[src/rtl/pe_brick_if.sv]
// pe_brick_if: beat-input and group-result channels of pe_brick_accum
interface pe_brick_if #(
  parameter int N_BRICK = 16,
  parameter int ACC_W = 24,
  parameter int CNT_W = 8
);
  logic i_valid, o_ready, i_A_signed, i_W_signed, i_last;
  logic [2*N_BRICK-1:0] i_activation, i_weight;
  logic [3:0] i_shift_amount;
  logic o_valid, i_ready, o_overflow;
  logic signed [ACC_W-1:0] o_sum;
  logic [CNT_W-1:0] o_beats;
  modport slave (
    input i_valid, i_activation, i_weight, i_A_signed, i_W_signed, i_shift_amount, i_last, i_ready,
    output o_ready, o_valid, o_sum, o_overflow, o_beats
  );
  modport master (
    output i_valid, i_activation, i_weight, i_A_signed, i_W_signed, i_shift_amount, i_last, i_ready,
    input o_ready, o_valid, o_sum, o_overflow, o_beats
  );
endinterface

[src/rtl/pe_brick_accum.sv]
// pe_brick_accum: 2-bit brick PE with a saturating multi-beat group accumulator
module pe_brick_accum #(
  parameter int N_BRICK = 16,
  parameter int ACC_W = 24,
  parameter int CNT_W = 8
) (
  input logic i_clk,
  input logic i_rst,
  pe_brick_if.slave bus
);
  localparam int SW = 5 + $clog2(N_BRICK);
  localparam logic [0:0] ST_ACC = 1'b0, ST_DONE = 1'b1;
  logic [0:0] r_state;
  logic r_s1_valid, r_s1_last, r_first, r_ovf;
  logic signed [ACC_W-1:0] r_s1, r_acc;
  logic [CNT_W-1:0] r_cnt;
  logic signed [SW-1:0] w_bsum;
  logic [2:0] w_sh;
  logic w_accept, w_ovf;
  logic signed [ACC_W-1:0] w_base, w_sat;
  logic signed [ACC_W:0] w_add;

  function automatic logic signed [4:0] f_prod(input logic [1:0] a, input logic [1:0] w,
                                               input logic a_s, input logic w_s);
    logic signed [5:0] ea, ew, p;
    ea = 6'($signed({a_s & a[1], a}));
    ew = 6'($signed({w_s & w[1], w}));
    p = ea * ew;
    return p[4:0];
  endfunction

  always_comb begin
    w_bsum = '0;
    for (int k = 0; k < N_BRICK; k++)
      w_bsum = w_bsum + SW'(f_prod(bus.i_activation[2*k +: 2], bus.i_weight[2*k +: 2],
                                   bus.i_A_signed, bus.i_W_signed));
  end

  // the legal shifts 2/4/6 fit in three bits, so the low bits are the shift itself
  assign w_sh = (bus.i_shift_amount == 4'd2 || bus.i_shift_amount == 4'd4 ||
                 bus.i_shift_amount == 4'd6) ? bus.i_shift_amount[2:0] : 3'd0;
  assign bus.o_ready = r_state == ST_ACC && !(r_s1_valid && r_s1_last);
  assign w_accept = bus.i_valid && bus.o_ready;
  assign w_base = r_first ? '0 : r_acc;
  assign w_add = {w_base[ACC_W-1], w_base} + {r_s1[ACC_W-1], r_s1};
  assign w_ovf = w_add[ACC_W] ^ w_add[ACC_W-1];
  assign w_sat = w_ovf ? {w_add[ACC_W], {(ACC_W-1){~w_add[ACC_W]}}} : w_add[ACC_W-1:0];
  assign bus.o_valid = r_state == ST_DONE;
  assign bus.o_sum = r_acc;
  assign bus.o_overflow = r_ovf;
  assign bus.o_beats = r_cnt;

  always_ff @(posedge i_clk or posedge i_rst)
    if (i_rst) begin
      r_s1_valid <= 1'b0;
      r_s1_last <= 1'b0;
      r_s1 <= '0;
    end else begin
      r_s1_valid <= w_accept;
      if (w_accept) begin
        r_s1 <= {{(ACC_W-SW){w_bsum[SW-1]}}, w_bsum} << w_sh;
        r_s1_last <= bus.i_last;
      end
    end

  // r_first marks a restart: the next beat starts from zero instead of r_acc
  always_ff @(posedge i_clk or posedge i_rst)
    if (i_rst) begin
      r_state <= ST_ACC;
      r_first <= 1'b1;
      r_acc <= '0;
      r_ovf <= 1'b0;
      r_cnt <= '0;
    end else if (r_s1_valid) begin
      r_acc <= w_sat;
      r_ovf <= (r_ovf && !r_first) || w_ovf;
      r_cnt <= r_first ? CNT_W'(1) : &r_cnt ? r_cnt : r_cnt + CNT_W'(1);
      r_first <= 1'b0;
      r_state <= r_s1_last ? ST_DONE : ST_ACC;
    end else if (r_state == ST_DONE && bus.i_ready) begin
      r_state <= ST_ACC;
      r_first <= 1'b1;
    end
endmodule

[src/flat_wrapper.sv]
// flat-port wrapper written by rule: the top's interface ports become plain ports
module pe_brick_accum_flat 
#(
  parameter int N_BRICK = 16,
  parameter int ACC_W = 24,
  parameter int CNT_W = 8
)
  (i_clk, i_rst, bus_i_valid, bus_i_activation, bus_i_weight, bus_i_A_signed, bus_i_W_signed, bus_i_shift_amount, bus_i_last, bus_i_ready, bus_o_ready, bus_o_valid, bus_o_sum, bus_o_overflow, bus_o_beats);
  pe_brick_if #(.N_BRICK(N_BRICK), .ACC_W(ACC_W), .CNT_W(CNT_W)) bus_i ();
  input logic i_clk;
  input logic i_rst;
  input wire logic [$bits(bus_i.i_valid)-1:0] bus_i_valid;
  input wire logic [$bits(bus_i.i_activation)-1:0] bus_i_activation;
  input wire logic [$bits(bus_i.i_weight)-1:0] bus_i_weight;
  input wire logic [$bits(bus_i.i_A_signed)-1:0] bus_i_A_signed;
  input wire logic [$bits(bus_i.i_W_signed)-1:0] bus_i_W_signed;
  input wire logic [$bits(bus_i.i_shift_amount)-1:0] bus_i_shift_amount;
  input wire logic [$bits(bus_i.i_last)-1:0] bus_i_last;
  input wire logic [$bits(bus_i.i_ready)-1:0] bus_i_ready;
  output wire logic [$bits(bus_i.o_ready)-1:0] bus_o_ready;
  output wire logic [$bits(bus_i.o_valid)-1:0] bus_o_valid;
  output wire logic [$bits(bus_i.o_sum)-1:0] bus_o_sum;
  output wire logic [$bits(bus_i.o_overflow)-1:0] bus_o_overflow;
  output wire logic [$bits(bus_i.o_beats)-1:0] bus_o_beats;
  assign bus_i.i_valid = bus_i_valid;
  assign bus_i.i_activation = bus_i_activation;
  assign bus_i.i_weight = bus_i_weight;
  assign bus_i.i_A_signed = bus_i_A_signed;
  assign bus_i.i_W_signed = bus_i_W_signed;
  assign bus_i.i_shift_amount = bus_i_shift_amount;
  assign bus_i.i_last = bus_i_last;
  assign bus_i.i_ready = bus_i_ready;
  assign bus_o_ready = bus_i.o_ready;
  assign bus_o_valid = bus_i.o_valid;
  assign bus_o_sum = bus_i.o_sum;
  assign bus_o_overflow = bus_i.o_overflow;
  assign bus_o_beats = bus_i.o_beats;
  pe_brick_accum #(.N_BRICK(N_BRICK), .ACC_W(ACC_W), .CNT_W(CNT_W)) u_core (.i_clk(i_clk), .i_rst(i_rst), .bus(bus_i));
endmodule
[config.mk]
export PLATFORM = sky130hd
export DESIGN_NAME = pe_brick_accum_flat
export DESIGN_NICKNAME = d
export VERILOG_FILES = /design/src/rtl/pe_brick_if.sv /design/src/rtl/pe_brick_accum.sv /design/src/flat_wrapper.sv
export SDC_FILE = /design/constraint.sdc
export NUM_CORES = 1
export LEC_CHECK = 0
export ABC_AREA = 1
export BUFFER_PORTS_ARGS = -buffer_cell sky130_fd_sc_hd__buf_4
export CORE_MARGIN = 2
export CORE_UTILIZATION = 45
export CTS_CLUSTER_SIZE = 10
export DETAILED_ROUTE_END_ITERATION = 16
export PLACE_DENSITY = 0.75
export SYNTH_ARGS = -nofsm -noshare
export SYNTH_HDL_FRONTEND = slang
export SYNTH_SLANG_ARGS = --single-unit
[constraint.sdc]
create_clock -name i_clk -period 3.1 [get_ports i_clk]
set_input_delay 0.31 -clock i_clk [delete_from_list [all_inputs] [get_ports i_clk]]
set_output_delay 0.31 -clock i_clk [all_outputs]
set_load 0.02 [all_outputs]
* After elaboration in Yosys (flattened, before gate mapping)
Index checks and enable logic that the tools add are counted.
** Word-level totals
- Register bits after elaboration :: 61
- Output and inout port bits :: 35
- Word-level logic and storage cells :: 104
** Operators by class
- Add/subtract/negate cells :: 17
- Multiply operators :: 16
- Eq/ne operators :: 4
- Shift-type cells :: 1
- Multiplexer cells :: 10
- Bitwise logic cells :: 35
- Reduce and logical (&&, ||, !) cells :: 13
** Operators by type and width (number)
- 9-bit by 5-bit adder with 9-bit output :: 13
- 3-bit by 3-bit multiplier with 5-bit output :: 16
- 24-bit two-way mux :: 2
- 1-bit bitwise AND :: 32
- 24-bit by 24-bit adder with 25-bit output :: 1
- 24-bit by 3-bit left shift with 24-bit output :: 1
- 8-bit two-way mux :: 2
- 8-bit by 1-bit adder with 8-bit output (second input constant) :: 1
- 4-bit by 3-bit equality test with 1-bit output (second input constant) :: 2
- 8-bit AND reduction :: 1
- 6-bit by 5-bit adder with 7-bit output :: 1
- 5-bit by 5-bit adder with 6-bit output :: 1
- 1-bit logical AND :: 5
- 1-bit two-way mux :: 5
- 4-bit by 2-bit equality test with 1-bit output (second input constant) :: 1
- 1-bit logical OR :: 3
- 3-bit two-way mux :: 1
- 1-bit zero test :: 2
- 2-bit by 1-bit != test with 1-bit output (second input constant) :: 1
- 1-bit inverter :: 2
- 2-bit AND reduction :: 1
- 2-bit nonzero test :: 1
- 1-bit bitwise XOR :: 1

* Logic depth before layout (Yosys ltp)
- Depth after elaboration :: 18
- Mapped depth :: 36

* Worst setup path after synthesis
Ideal clock, no wire load.
- Path type :: input port to flip-flop
- From :: input bus_i_W_signed
- To :: register u_core.r_s1[9]
- Library setup time :: 0.122 ns
- Data arrival time :: 7.315 ns
- Data required time :: 2.978 ns
- Setup slack :: -4.337 ns
- Stages on the path :: 29
- Buffers on the path :: 2
- Cells stage by stage :: clkbuf_1 > clkbuf_1 > nand2_1 > or2_2 > fa_1 > fa_1 > inv_1 > ha_1 > xnor2_1 > xor2_1 > xor2_1 > fa_1 > fa_1 > inv_1 > fa_1 > fa_1 > fa_1 > inv_1 > fa_1 > inv_1 > ha_1 > a21oi_1 > o21ai_0 > a21oi_1 > nand3_1 > nand3_1 > nand2_1 > o21bai_1 > nand2_1
** Between the ends
- Word-level cells in the longest chain between the ends :: 18
- Elaborated cells on any way between the ends :: 48
** Ends and longest elaborated chain
- start, declared :: RTL line flat_wrapper.sv:16 : input wire logic [$bits(bus_i.i_W_signed)-1:0] bus_i_W_signed;
- 1-bit bitwise AND :: RTL line pe_brick_accum.sv:27 : ew = 6'($signed({w_s & w[1], w}));
- 3-bit by 3-bit multiplier with 5-bit output :: RTL line pe_brick_accum.sv:28 : p = ea * ew;
- 5-bit by 5-bit adder with 6-bit output :: RTL line pe_brick_accum.sv:35 : w_bsum = w_bsum + SW'(f_prod(bus.i_activation[2*k +: 2], bus.i_weight[2*k +: 2],
- 6-bit by 5-bit adder with 7-bit output :: RTL line pe_brick_accum.sv:35
- 9-bit by 5-bit adder with 9-bit output (12 in series) :: RTL line pe_brick_accum.sv:35
- 9-bit by 5-bit adder with 9-bit output (*) :: RTL line pe_brick_accum.sv:35
- 24-bit by 3-bit left shift with 24-bit output (*) :: RTL line pe_brick_accum.sv:61 : r_s1 <= {{(ACC_W-SW){w_bsum[SW-1]}}, w_bsum} << w_sh;
- end signal, assigned :: RTL line pe_brick_accum.sv:61
- end, declared :: RTL line pe_brick_accum.sv:15 : logic signed [ACC_W-1:0] r_s1, r_acc;
Every way passes the cells marked *; elsewhere a longest branch is shown, timed or not.
A chain may end at the register's enable or synchronous reset.

* Worst setup path after layout
Ends and elaborated chain as after synthesis.

==> results.toml <==
[die]
core_area_um2 = 21800
design.die.area_um2 = 23200
initial_core_util_pct = 45.6
boundaryPins = 110
fp.dieH_um = 152
placement_rows = 54
floorplan_die_width_um = 152

[cells_and_area]
final_util_pct = 60.0
seqCellArea_um2 = 1330
most-common-layout-cells = "nand2_1, inv_1, buf_4, fa_1, nor2_1"
relative_area_change_from_synthesis_to_final_layout_pct = 31.7
post_route_cells_drive_above_1_share_pct = 29.7
finish.cell_count_without_fillers = 1865
antenna-diode-count = 0
layout.nets = 1873
layout_fillers = 1822
layout.cells.most_common = "nand2_1"
multi_input_area_um2 = 7990

[run_status]
failed_checks = "setup timing"
result_of_the_run = "finished with violations"

[routing]
detailroute.via_count = 9070
route.antenna.remaining_nets = 0
initialDrtViolationCount = 354
detail_route.wl_per_cell_um = 13.1
drt_pre_antenna_iters = 4
post_drt_via_cell_ratio = 4.86
postRouteWirelength_um = 24500
detail_route.drc_violations = 0

[clock_network]
tritoncts = "built"
post_cts_hold_buffer_count = 0
cts_max_level = 2
clk_path_buf_depth = 2
clockRootBuffer = "clkbuf_16"
worstSkewPairLatency_ps = 300
cts_made_buffers = 5
numClockSinks = 53
cts.clk_slew.worst_paths_ps = 80

[sta]
final_period_minus_worst_setup_slack_ps = 6630
fin_ws_ps = -3530
min_period_over_period_pct = 214
timing.final.setup_violations = 15
hold_slack_ps = 208
clock.fmax_ghz = 0.151
timing.slew.headroom_pct = 26.0
tightestPinTransition_ps = 1110
grt_setup_unrepaired = "yes"
final_hold_violating_endpoints = 0
finalMaxSlewViolations = 0
clock_skew_ps = 7.25

[global_route]
grt_overflow_total = 0
grt_util_all_layers_pct = 21.1
grt_pass1_vias = 9320
largest_net_degree_at_the_start_of_global_routing = 54
first_pass_grt_wire_length_um = 41700
antenna_violations_before_repair = 0

[setup_path]
worst_path_most_repeated_cell = "nand2_2"
timing.critical_path.slowest_cell_delay_ps = 620
startpoint_type = "input pin"
timing.rr.end = "u_core.bus.o_sum[12]"
cp-startpoint = "bus_i_W_signed"
cp_data_arrival_time_ps = 6820
timing.reg2reg.setup_slack_ps = 290
worst_setup_path_end_kind = "register"
critPathKind = "in2reg"
reg2reg_launch_point = "u_core.r_first"
ff2ff_path_depth = 17
critPathMaxFanout = 4
crit_path_required_time_ps = 3290
slowest_stage = "fa_2"
crit_buf_inv = 6
critical-path-top-delay-family = "adder cells"

[place]
place.detailed.hpwl_um = 20300
port_buffers = 109
place_ws_ps = -3890
gpl_wtd_cong = 0.918
place_inst = 1847

[yosys]
post_synthesis_sequential_area_ratio_pct = 13.4
yosysWarningCount = 0
synth_enable_flop_cells = 0
netlist_instances = 1334
synth.distinct_cells = 36
synth-seq-cells = 53
synth_fp_nets = 1623
post_synthesis_instance_area_um2 = 9910
synth-main-ff-cell = "dfrtp_1"
post_synthesis_area_per_instance_um2 = 7.43
async_set_or_reset_register_ratio_after_synthesis_pct = 100

[hold_path]
worst_hold_path_type = "in2reg"
min_path_cells = 3
min-delay-start = "bus_i_last"
min_to = "u_core.r_s1_last"

[flow_run]
max_cap_violations = 0
## what timing repair did
| action | CTS | global route |
|---|---|---|
| pin swaps | 40 | 27 |
| hold endpoints to repair | 0 | 0 |
| cloned | 1 | 1 |
| setup buffers | 2 | 6 |
| endpoints found under the setup margin | 15 | 37 |
| gates resized for setup | 63 | 42 |
## cell usage after synthesis, types with 2 or more instances
| cell type | number | area (um^2) |
|---|---|---|
| nor3_1 | 7 | 35.0 |
| inv_1 | 304 | 1140 |
| nor2_1 | 99 | 372 |
| o21bai_1 | 7 | 52.6 |
| buf_6 | 2 | 22.5 |
| nand4_1 | 11 | 68.8 |
| a21boi_0 | 2 | 15.0 |
| nor3_2 | 2 | 20.0 |
| buf_4 | 2 | 15.0 |
| nand3b_1 | 2 | 15.0 |
| xor2_1 | 54 | 473 |
| xnor2_1 | 34 | 298 |
| or2_2 | 30 | 188 |
| nand2_1 | 330 | 1240 |
| a21oi_2 | 21 | 184 |
| buf_12 | 2 | 40.0 |
| dfrtp_1 | 52 | 1300 |
| clkbuf_1 | 10 | 37.5 |
| nand3_1 | 48 | 240 |
| a21oi_1 | 44 | 220 |
| o21ai_0 | 39 | 195 |
| nand2_2 | 5 | 31.3 |
| fa_1 | 118 | 2360 |
| ha_1 | 96 | 1200 |
| nor2_4 | 2 | 22.5 |
## state kept, by name, indices dropped and copies added (netlist names)
register,cells
u_core.bus.o_sum,24
u_core.r_s1,16
u_core.bus.o_beats,8
u_core.bus.o_overflow,1
u_core.bus.o_valid,1
u_core.r_first,1
u_core.r_s1_last,1
u_core.r_s1_valid,1
## area by class of cell
type                    instances  share of cell area (%)
clock buffers                   5                   0.958
clock inverters                 3                   0.220
inverters                     306                    8.80
multi-input cells             957                    61.2
flip-flops and latches         53                    10.2
well taps                     280                    2.68
repair buffers                261                    16.0
## layer usage
metal / GRT usage, % / wire length [um] / part of all wire [%] / up-vias
met1: 27.2 / 10800 / 44 / 4351
met2: 39.9 / 12600 / 51 / 193
met3: 1.54 / 849 / 3.5 / 25
met4: 2.60 / 248 / 1.0 / 0
met5: 0 / 0 / 0 / -
li1: - / - / - / 4501
## stage by stage
| step | setup TNS (ps) | area, um^2 |
|---|---|---|
| after floorplan | -46380 | 10400 |
| after global routing | -51500 | 13100 |
| after detailed placement | -53400 | 12400 |
| after CTS | -45800 | 12800 |
| after global placement | -52190 | 12400 |
| final | -47860 | 13100 |
## tightest hold or removal path, stage by stage
cell     delay, ps
buf_4           80
nand2_1         40
nand2_1         40
## worst max-delay path by stage
stage | to | slack (ps) | cells past startpoint
after CTS | u_core.r_s1[9] | -3390 | 29
after global placement | u_core.r_s1[9] | -3790 | 31
after global routing | u_core.r_s1[9] | -3850 | 32
final | u_core.r_s1[9] | -3530 | 32
after detailed placement | u_core.r_s1[9] | -3890 | 33
after floorplan | u_core.r_s1[9] | -3480 | 34
## cells by family after synthesis
logic type	after synthesis	synth area share [%]
simple gates	539	22.8
xor+xnor	88	7.77
flops	53	13.4
fa+ha+maj	214	35.9
buf+inv	325	13.2
compound gates	115	6.88
Power is not shown: default switching activity piles up to over one toggle a cycle in this logic, so the estimate is an artifact.
